**config.mk**
```make
export PLATFORM = sky130hd
export DESIGN_NAME = pipe_front_ctrl_flat
export DESIGN_NICKNAME = d
export VERILOG_FILES = /design/src/rtl/pipe_pkg.sv /design/src/rtl/pipe_front_ctrl_if.sv /design/src/rtl/pipe_reg.sv /design/src/rtl/pipe_front_ctrl.sv /design/src/flat_wrapper.sv
export SDC_FILE = /design/constraint.sdc
export NUM_CORES = 1
export LEC_CHECK = 0
export CORE_UTILIZATION = 40
export CTS_CLUSTER_DIAMETER = 200
export DETAILED_ROUTE_END_ITERATION = 12
export PLACE_DENSITY = 0.79
export SLEW_MARGIN = 0
export SYNTH_ARGS = -nofsm -noshare
export SYNTH_HDL_FRONTEND = slang
export SYNTH_HIERARCHICAL = 1
export SYNTH_SLANG_ARGS = --single-unit
```
**constraint.sdc**
```tcl
create_clock -name clk -period 2.4 [get_ports clk]
set_input_delay 0.48 -clock clk [delete_from_list [all_inputs] [get_ports clk]]
set_output_delay 0.48 -clock clk [all_outputs]
set_load 0.01 [all_outputs]
```
**src/rtl/pipe_pkg.sv**
```systemverilog
// Shared constants and helpers for the pipeline front-end controller.
package pipe_pkg;

    localparam logic [31:0] NOP_INSTR    = 32'h0000_0000;
    localparam logic [31:0] PC_STEP      = 32'd4;
    localparam logic [31:0] RESET_PC_DEF = 32'h0000_0000;
    localparam int unsigned CTRL_W_DEF   = 12;
    localparam int unsigned REG_W        = 5;

    // Saturating 32-bit increment used by the performance counters.
    function automatic logic [31:0] sat_inc(input logic [31:0] v, input logic inc);
        return (inc && (v != 32'hFFFF_FFFF)) ? v + 32'd1 : v;
    endfunction

endpackage

```
**src/rtl/pipe_front_ctrl_if.sv**
```systemverilog
// Hazard/fetch/decode bundle seen by pipe_front_ctrl; master drives hazard and stage inputs.
interface pipe_front_ctrl_if #(
    parameter int unsigned CTRL_W = pipe_pkg::CTRL_W_DEF
);

    logic              StallF;
    logic              StallD;
    logic              FlushD;
    logic              FlushE;
    logic              PCSrcD;
    logic [31:0]       PCBranchD;
    logic              JumpD;
    logic [31:0]       PCJumpD;
    logic [31:0]       InstrF;
    logic [CTRL_W-1:0] CtrlD;
    logic [4:0]        RsD;
    logic [4:0]        RtD;
    logic [4:0]        RdD;

    logic [31:0]       PCF;
    logic [31:0]       InstrD;
    logic [31:0]       PCPlus4D;
    logic              ValidD;
    logic [CTRL_W-1:0] CtrlE;
    logic [4:0]        RsE;
    logic [4:0]        RtE;
    logic [4:0]        RdE;
    logic              ValidE;
    logic [31:0]       StallCycles;
    logic [31:0]       BubbleCycles;
    logic              StallErr;

    modport master (
        output StallF, StallD, FlushD, FlushE, PCSrcD, PCBranchD, JumpD, PCJumpD,
               InstrF, CtrlD, RsD, RtD, RdD,
        input  PCF, InstrD, PCPlus4D, ValidD, CtrlE, RsE, RtE, RdE, ValidE,
               StallCycles, BubbleCycles, StallErr
    );

    modport slave (
        input  StallF, StallD, FlushD, FlushE, PCSrcD, PCBranchD, JumpD, PCJumpD,
               InstrF, CtrlD, RsD, RtD, RdD,
        output PCF, InstrD, PCPlus4D, ValidD, CtrlE, RsE, RtE, RdE, ValidE,
               StallCycles, BubbleCycles, StallErr
    );

endinterface

```
**src/rtl/pipe_reg.sv**
```systemverilog
// Generic pipeline register: synchronous reset, clear has priority over load enable.
module pipe_reg #(
    parameter int unsigned      Width  = 32,
    parameter logic [Width-1:0] RstVal = '0
) (
    input  logic             clk,
    input  logic             rst,
    input  logic             en_i,
    input  logic             clr_i,
    input  logic [Width-1:0] d_i,
    output logic [Width-1:0] q_o
);

    logic [Width-1:0] q_q;

    always_ff @(posedge clk) begin
        if (rst) begin
            q_q <= RstVal;
        end else if (clr_i) begin
            q_q <= '0;
        end else if (en_i) begin
            q_q <= d_i;
        end
    end

    assign q_o = q_q;

endmodule

```
**src/rtl/pipe_front_ctrl.sv**
```systemverilog
// Applies stall/flush to PC, IF/ID and ID/EX, selects next PC, and (with PIPE_PERF_CNT_EN)
// keeps stall/bubble counters plus a sticky stall-deadlock watchdog.
module pipe_front_ctrl
    import pipe_pkg::*;
#(
    parameter logic [31:0] RESET_PC    = RESET_PC_DEF,
    parameter int unsigned CTRL_W      = CTRL_W_DEF,
    parameter int unsigned STALL_LIMIT = 16
) (
    input  logic              clk,
    input  logic              rst,
    pipe_front_ctrl_if.slave  bus
);

    localparam int unsigned IfIdW = 32 + 32 + 1;
    localparam int unsigned IdExW = CTRL_W + 3 * REG_W + 1;

    logic [31:0]      pc_q;
    logic [31:0]      pc_d;
    logic [31:0]      pc_plus4;
    logic [IfIdW-1:0] ifid_q;
    logic [IdExW-1:0] idex_q;

    assign pc_plus4 = pc_q + PC_STEP;

    // Jump outranks branch; the PC register itself ignores pc_d while StallF holds it.
    always_comb begin
        pc_d = pc_plus4;
        if (bus.JumpD) begin
            pc_d = bus.PCJumpD;
        end else if (bus.PCSrcD) begin
            pc_d = bus.PCBranchD;
        end
    end

    pipe_reg #(
        .Width  (32),
        .RstVal (RESET_PC)
    ) u_pc_reg (
        .clk   (clk),
        .rst   (rst),
        .en_i  (~bus.StallF),
        .clr_i (1'b0),
        .d_i   (pc_d),
        .q_o   (pc_q)
    );

    // Clearing to zero yields NOP_INSTR, PCPlus4D=0 and ValidD=0.
    pipe_reg #(
        .Width  (IfIdW),
        .RstVal ('0)
    ) u_ifid_reg (
        .clk   (clk),
        .rst   (rst),
        .en_i  (~bus.StallD),
        .clr_i (bus.FlushD & ~bus.StallD),
        .d_i   ({bus.InstrF, pc_plus4, 1'b1}),
        .q_o   (ifid_q)
    );

    pipe_reg #(
        .Width  (IdExW),
        .RstVal ('0)
    ) u_idex_reg (
        .clk   (clk),
        .rst   (rst),
        .en_i  (1'b1),
        .clr_i (bus.FlushE),
        .d_i   ({bus.CtrlD, bus.RsD, bus.RtD, bus.RdD, ifid_q[0]}),
        .q_o   (idex_q)
    );

    assign bus.PCF      = pc_q;
    assign bus.InstrD   = ifid_q[IfIdW-1 -: 32];
    assign bus.PCPlus4D = ifid_q[32:1];
    assign bus.ValidD   = ifid_q[0];
    assign bus.CtrlE    = idex_q[IdExW-1 -: CTRL_W];
    assign bus.RsE      = idex_q[3*REG_W:2*REG_W+1];
    assign bus.RtE      = idex_q[2*REG_W:REG_W+1];
    assign bus.RdE      = idex_q[REG_W:1];
    assign bus.ValidE   = idex_q[0];

`ifdef PIPE_PERF_CNT_EN
    localparam logic [7:0] LimitVal = 8'(STALL_LIMIT);

    logic [31:0] stall_cnt_q, stall_cnt_d;
    logic [31:0] bubble_cnt_q, bubble_cnt_d;
    logic [7:0]  run_q, run_d;
    logic        err_q, err_d;

    always_comb begin
        stall_cnt_d  = sat_inc(stall_cnt_q, bus.StallF);
        bubble_cnt_d = sat_inc(bubble_cnt_q, bus.FlushE);
        run_d        = '0;
        if (bus.StallF) begin
            run_d = (run_q == LimitVal) ? run_q : run_q + 8'd1;
        end
        err_d = err_q | (run_d == LimitVal);
    end

    always_ff @(posedge clk) begin
        if (rst) begin
            stall_cnt_q  <= '0;
            bubble_cnt_q <= '0;
            run_q        <= '0;
            err_q        <= 1'b0;
        end else begin
            stall_cnt_q  <= stall_cnt_d;
            bubble_cnt_q <= bubble_cnt_d;
            run_q        <= run_d;
            err_q        <= err_d;
        end
    end

    assign bus.StallCycles  = stall_cnt_q;
    assign bus.BubbleCycles = bubble_cnt_q;
    assign bus.StallErr     = err_q;
`else
    assign bus.StallCycles  = '0;
    assign bus.BubbleCycles = '0;
    assign bus.StallErr     = 1'b0;
`endif

endmodule

```
**src/flat_wrapper.sv**
```systemverilog
// flat-port wrapper written by rule: the top's interface ports become plain ports
module pipe_front_ctrl_flat import pipe_pkg::*;
#(
    parameter logic [31:0] RESET_PC    = RESET_PC_DEF,
    parameter int unsigned CTRL_W      = CTRL_W_DEF,
    parameter int unsigned STALL_LIMIT = 16
)
  (clk, rst, bus_StallF, bus_StallD, bus_FlushD, bus_FlushE, bus_PCSrcD, bus_PCBranchD, bus_JumpD, bus_PCJumpD, bus_InstrF, bus_CtrlD, bus_RsD, bus_RtD, bus_RdD, bus_PCF, bus_InstrD, bus_PCPlus4D, bus_ValidD, bus_CtrlE, bus_RsE, bus_RtE, bus_RdE, bus_ValidE, bus_StallCycles, bus_BubbleCycles, bus_StallErr);
  pipe_front_ctrl_if #(.CTRL_W(CTRL_W)) bus_i ();
  input  logic clk;
  input  logic rst;
  input wire logic [$bits(bus_i.StallF)-1:0] bus_StallF;
  input wire logic [$bits(bus_i.StallD)-1:0] bus_StallD;
  input wire logic [$bits(bus_i.FlushD)-1:0] bus_FlushD;
  input wire logic [$bits(bus_i.FlushE)-1:0] bus_FlushE;
  input wire logic [$bits(bus_i.PCSrcD)-1:0] bus_PCSrcD;
  input wire logic [$bits(bus_i.PCBranchD)-1:0] bus_PCBranchD;
  input wire logic [$bits(bus_i.JumpD)-1:0] bus_JumpD;
  input wire logic [$bits(bus_i.PCJumpD)-1:0] bus_PCJumpD;
  input wire logic [$bits(bus_i.InstrF)-1:0] bus_InstrF;
  input wire logic [$bits(bus_i.CtrlD)-1:0] bus_CtrlD;
  input wire logic [$bits(bus_i.RsD)-1:0] bus_RsD;
  input wire logic [$bits(bus_i.RtD)-1:0] bus_RtD;
  input wire logic [$bits(bus_i.RdD)-1:0] bus_RdD;
  output wire logic [$bits(bus_i.PCF)-1:0] bus_PCF;
  output wire logic [$bits(bus_i.InstrD)-1:0] bus_InstrD;
  output wire logic [$bits(bus_i.PCPlus4D)-1:0] bus_PCPlus4D;
  output wire logic [$bits(bus_i.ValidD)-1:0] bus_ValidD;
  output wire logic [$bits(bus_i.CtrlE)-1:0] bus_CtrlE;
  output wire logic [$bits(bus_i.RsE)-1:0] bus_RsE;
  output wire logic [$bits(bus_i.RtE)-1:0] bus_RtE;
  output wire logic [$bits(bus_i.RdE)-1:0] bus_RdE;
  output wire logic [$bits(bus_i.ValidE)-1:0] bus_ValidE;
  output wire logic [$bits(bus_i.StallCycles)-1:0] bus_StallCycles;
  output wire logic [$bits(bus_i.BubbleCycles)-1:0] bus_BubbleCycles;
  output wire logic [$bits(bus_i.StallErr)-1:0] bus_StallErr;
  assign bus_i.StallF = bus_StallF;
  assign bus_i.StallD = bus_StallD;
  assign bus_i.FlushD = bus_FlushD;
  assign bus_i.FlushE = bus_FlushE;
  assign bus_i.PCSrcD = bus_PCSrcD;
  assign bus_i.PCBranchD = bus_PCBranchD;
  assign bus_i.JumpD = bus_JumpD;
  assign bus_i.PCJumpD = bus_PCJumpD;
  assign bus_i.InstrF = bus_InstrF;
  assign bus_i.CtrlD = bus_CtrlD;
  assign bus_i.RsD = bus_RsD;
  assign bus_i.RtD = bus_RtD;
  assign bus_i.RdD = bus_RdD;
  assign bus_PCF = bus_i.PCF;
  assign bus_InstrD = bus_i.InstrD;
  assign bus_PCPlus4D = bus_i.PCPlus4D;
  assign bus_ValidD = bus_i.ValidD;
  assign bus_CtrlE = bus_i.CtrlE;
  assign bus_RsE = bus_i.RsE;
  assign bus_RtE = bus_i.RtE;
  assign bus_RdE = bus_i.RdE;
  assign bus_ValidE = bus_i.ValidE;
  assign bus_StallCycles = bus_i.StallCycles;
  assign bus_BubbleCycles = bus_i.BubbleCycles;
  assign bus_StallErr = bus_i.StallErr;
  pipe_front_ctrl #(.RESET_PC(RESET_PC), .CTRL_W(CTRL_W), .STALL_LIMIT(STALL_LIMIT)) u_core (.clk(clk), .rst(rst), .bus(bus_i));
endmodule
```
==> impl_metrics.ini, run 1 <==
[yosys]
yosysMostFrequentCell = mux2i_1
synth-async-reset-ratio_pct = 0
synth_compound_area_share_pct = 5.07
synth_top_family_by_area = multiplexers
avgSynthCellArea_sq_um = 9.36
yosys.area.top_type_share_pct = 38.8
yosysWarnings = 6
ys_top_cells_by_area = dfxtp_1 (39%), mux2i_1 (22%), buf_4 (8.4%)
ys_types = 46
synth_area_sq_um = 6450
synthAdderAreaFrac_pct = 0.194
synth_edf_count = 0
synth_top_flop_cell = dfxtp_1
synth_seq_cells = 125
synth-simple-area-share_pct = 16.7
synth_mux_area_share_pct = 22.5
synth_top_area_cell = dfxtp_1
synthXorXnorAreaFrac_pct = 3.10
synth_seq_area_share_pct = 38.8
synthCells = 689
yosys-top-cells-count = mux2i_1 (144), nor2_1 (128), dfxtp_1 (125), buf_4 (72), nand2_1 (37)

[sta]
clock_skew_ns = 0.0100
hold_viol_final = 0
slew_headroom_pct = 40.1
slew_violations = 0
setup_viol = 0
period_share_pct = 90.4
tightestPinTransition_ns = 0.897
setup_ws_ns = 0.231
rsz0062_at_grt = false
timing.fmax_ghz = 0.461
fin_setup_tns_ns = 0
whs_ns = 0.488
fin_crit_ns = 2.17

[clock_network]
cts_setup_buffers = 0
clk_pin_slew_ns = 0.05
clock_path_buffers = 2
ctsHtreeMaxLevel = 4
clock_sinks = 125
cts_tree = yes
cts_hold_buf = 0
clk_latency_ns = 0.42
ctsResizeCount = 0
cts_buffers = 17
cts_root_buffer = clkbuf_16

[global_route]
grt_pass1_vias = 5172
grt_remaining_overflow = 0
grt_usage_pct = 21.7
grt_max_degree = 51
antenna_found_initial = 0
grt_first_pass_wirelength_mm = 27.3

[hold_path]
hold_depth = 2
hold_end = u_core/u_ifid_reg/q_o[41]
hold_class = reg2reg
hold_start = u_core/u_ifid_reg/q_o[41]

[worst_setup_path]
cp.arrival_ns = 1.69
crit_type = reg2out
r2r_end = u_core/u_pc_reg/q_o[24]
slowest_stage = clkdlybuf4s50_1
rrSetupSlack_ns = 0.31
crit_chain = buf_4 -> clkdlybuf4s50_1
crit_fanout = 8
slowest_delay_ns = 0.57
cp-end-kind = output port
crit_family = buffers and inverters
reg2reg_depth = 8
cp.required_ns = 1.92
r2r-start = u_core/u_pc_reg/q_o[3]
crit_path_start_kind = register
cp_num_buf_inv = 2

[placement]
hpwl_mm = 13.0
post-place-ws_ns = 0.328
place_congestion = 0.803
port_buffers = 255

[run_status]
status = finished clean

[final_layout]
n_antenna_cell = 0
drive_above_1_share_pct = 7.24
area_delta_synth_final_pct = 46.9
utilization_pct = 59.8
fill_cells = 1393
nets = 1073

[power]
ir_worst_vdd_mv = 0.442
finalPower_mw = 5.69
powerDensity_nw_per_um2 = 601
leakage_nw = 4.07

[drt]
top_layer_used = met4
wl_met1_mm = 7.39
routed-wl-met3_mm = 1.44
ant_nets = 0
drc = 0
vias = 5522
wire_per_inst_microns = 15.4
dr.pass1.iters = 5
viasPerCell = 4.72
wl_met2_mm = 8.77
drt_iter0_drc = 262
wirelength_mm = 18.0

[floorplanning]
num_io_pins = 321
die_h_microns = 129
fp.dieW_microns = 129
core_sq_um = 15800
rows = 46
start_util_pct = 40.7
die_area_sq_um = 16600

[flow_run]
cap_violations = 0
[state kept, by name (all words and copies together), names as in the netlist]
| signal | count |
|---|---|
| u_core/u_ifid_reg/q_o | 65 |
| u_core/u_idex_reg/q_o | 28 |
| u_core/u_pc_reg/q_o | 32 |
[worst register-to-register path: cells and delay by family (launching register included)]
family | cells | cell delay, ns
AND/OR/NAND/NOR | 5 | 1.02
flip-flops | 1 | 0.38
adder cells (fa/ha/maj) | 1 | 0.19
multiplexers | 2 | 0.39
[per-stage QoR]
| step | std cells | cell area, sq um |
|---|---|---|
| after floorplan | 755 | 6700 |
| after detailed placement | 1138 | 8860 |
| after global routing | 1169 | 9470 |
| after CTS | 1169 | 9470 |
| final | 1169 | 9470 |
| after global placement | 1138 | 8860 |
[cells by family (layout without fill, tap and decap cells)]
group / Yosys count / in the layout
and+or+nand+nor: 230 / 230
adders and majority gates: 1 / 1
xor gates and xnor gates: 22 / 22
buffers and inverters: 115 / 313
other: 2 / 68
AOI/OAI and AO/OA: 49 / 49
muxes: 145 / 145
DFF: 125 / 125
[worst max-delay path by stage]
stage                                  from                 endpoint  slack, ns  cells after the start
global placement    u_core/u_pc_reg/q_o[11]  u_core/u_pc_reg/q_o[31]       0.42                      7
global route         u_core/u_pc_reg/q_o[2]  u_core/u_pc_reg/q_o[28]       0.13                      8
detailed placement   u_core/u_pc_reg/q_o[3]  u_core/u_pc_reg/q_o[24]       0.33                      8
finish              u_core/u_pc_reg/q_o[10]              bus_PCF[10]       0.23                      2
CTS                 u_core/u_pc_reg/q_o[10]              bus_PCF[10]       0.21                      2
floorplan            u_core/u_pc_reg/q_o[2]  u_core/u_pc_reg/q_o[22]       0.47                      9
[cell usage in the layout, fill, tap and decap left out, types with 11 or more instances in the layout]
cell type        Yosys  routed
nor3_1              11      11
conb_1               2      68
o21ai_0             20      20
nand2_1             37      37
nor2_1             128     128
dfxtp_1            125     125
mux2i_1            144     144
xnor2_1             12      12
clkdlybuf4s50_1      0     253
clkbuf_16            0      17
buf_4               72      18
[where the power goes]
group,internal [mW],leakage (nW),switching [mW]
clock,1.71,0.289,0.950
combinational,0.465,2.77,0.372
sequential,2.14,1.02,0.0473
[cell type report]
class | instances | area [sq um] | area share [%]
multi-input combinational | 515 | 3330 | 35.1
timing repair buffer | 276 | 2740 | 28.9
sequential | 125 | 2500 | 26.4
clock buffer | 22 | 474 | 5.01
tap | 216 | 270 | 2.85
clock inverter | 9 | 135 | 1.43
inverter | 6 | 25.0 | 0.264
[routing by layer]
metal,global-route usage (%),up-vias
met1,25.2,2556
met5,0,-
li1,-,2702
met2,36.6,236
met3,6.65,28
met4,9.76,0
No activity file was read; power rests on OpenSTA's default activity.
==> run 2, diff against run 1 <==
--- a/config.mk
+++ b/config.mk
@@ -9,6 +9,7 @@
 export CTS_CLUSTER_DIAMETER = 200
 export DETAILED_ROUTE_END_ITERATION = 12
 export PLACE_DENSITY = 0.79
+export SKIP_CTS_REPAIR_TIMING = 1
 export SLEW_MARGIN = 0
 export SYNTH_ARGS = -nofsm -noshare
 export SYNTH_HDL_FRONTEND = slang
==> results of run 2 <==
Final layout, timing and power as in run 1 (identical DEF).
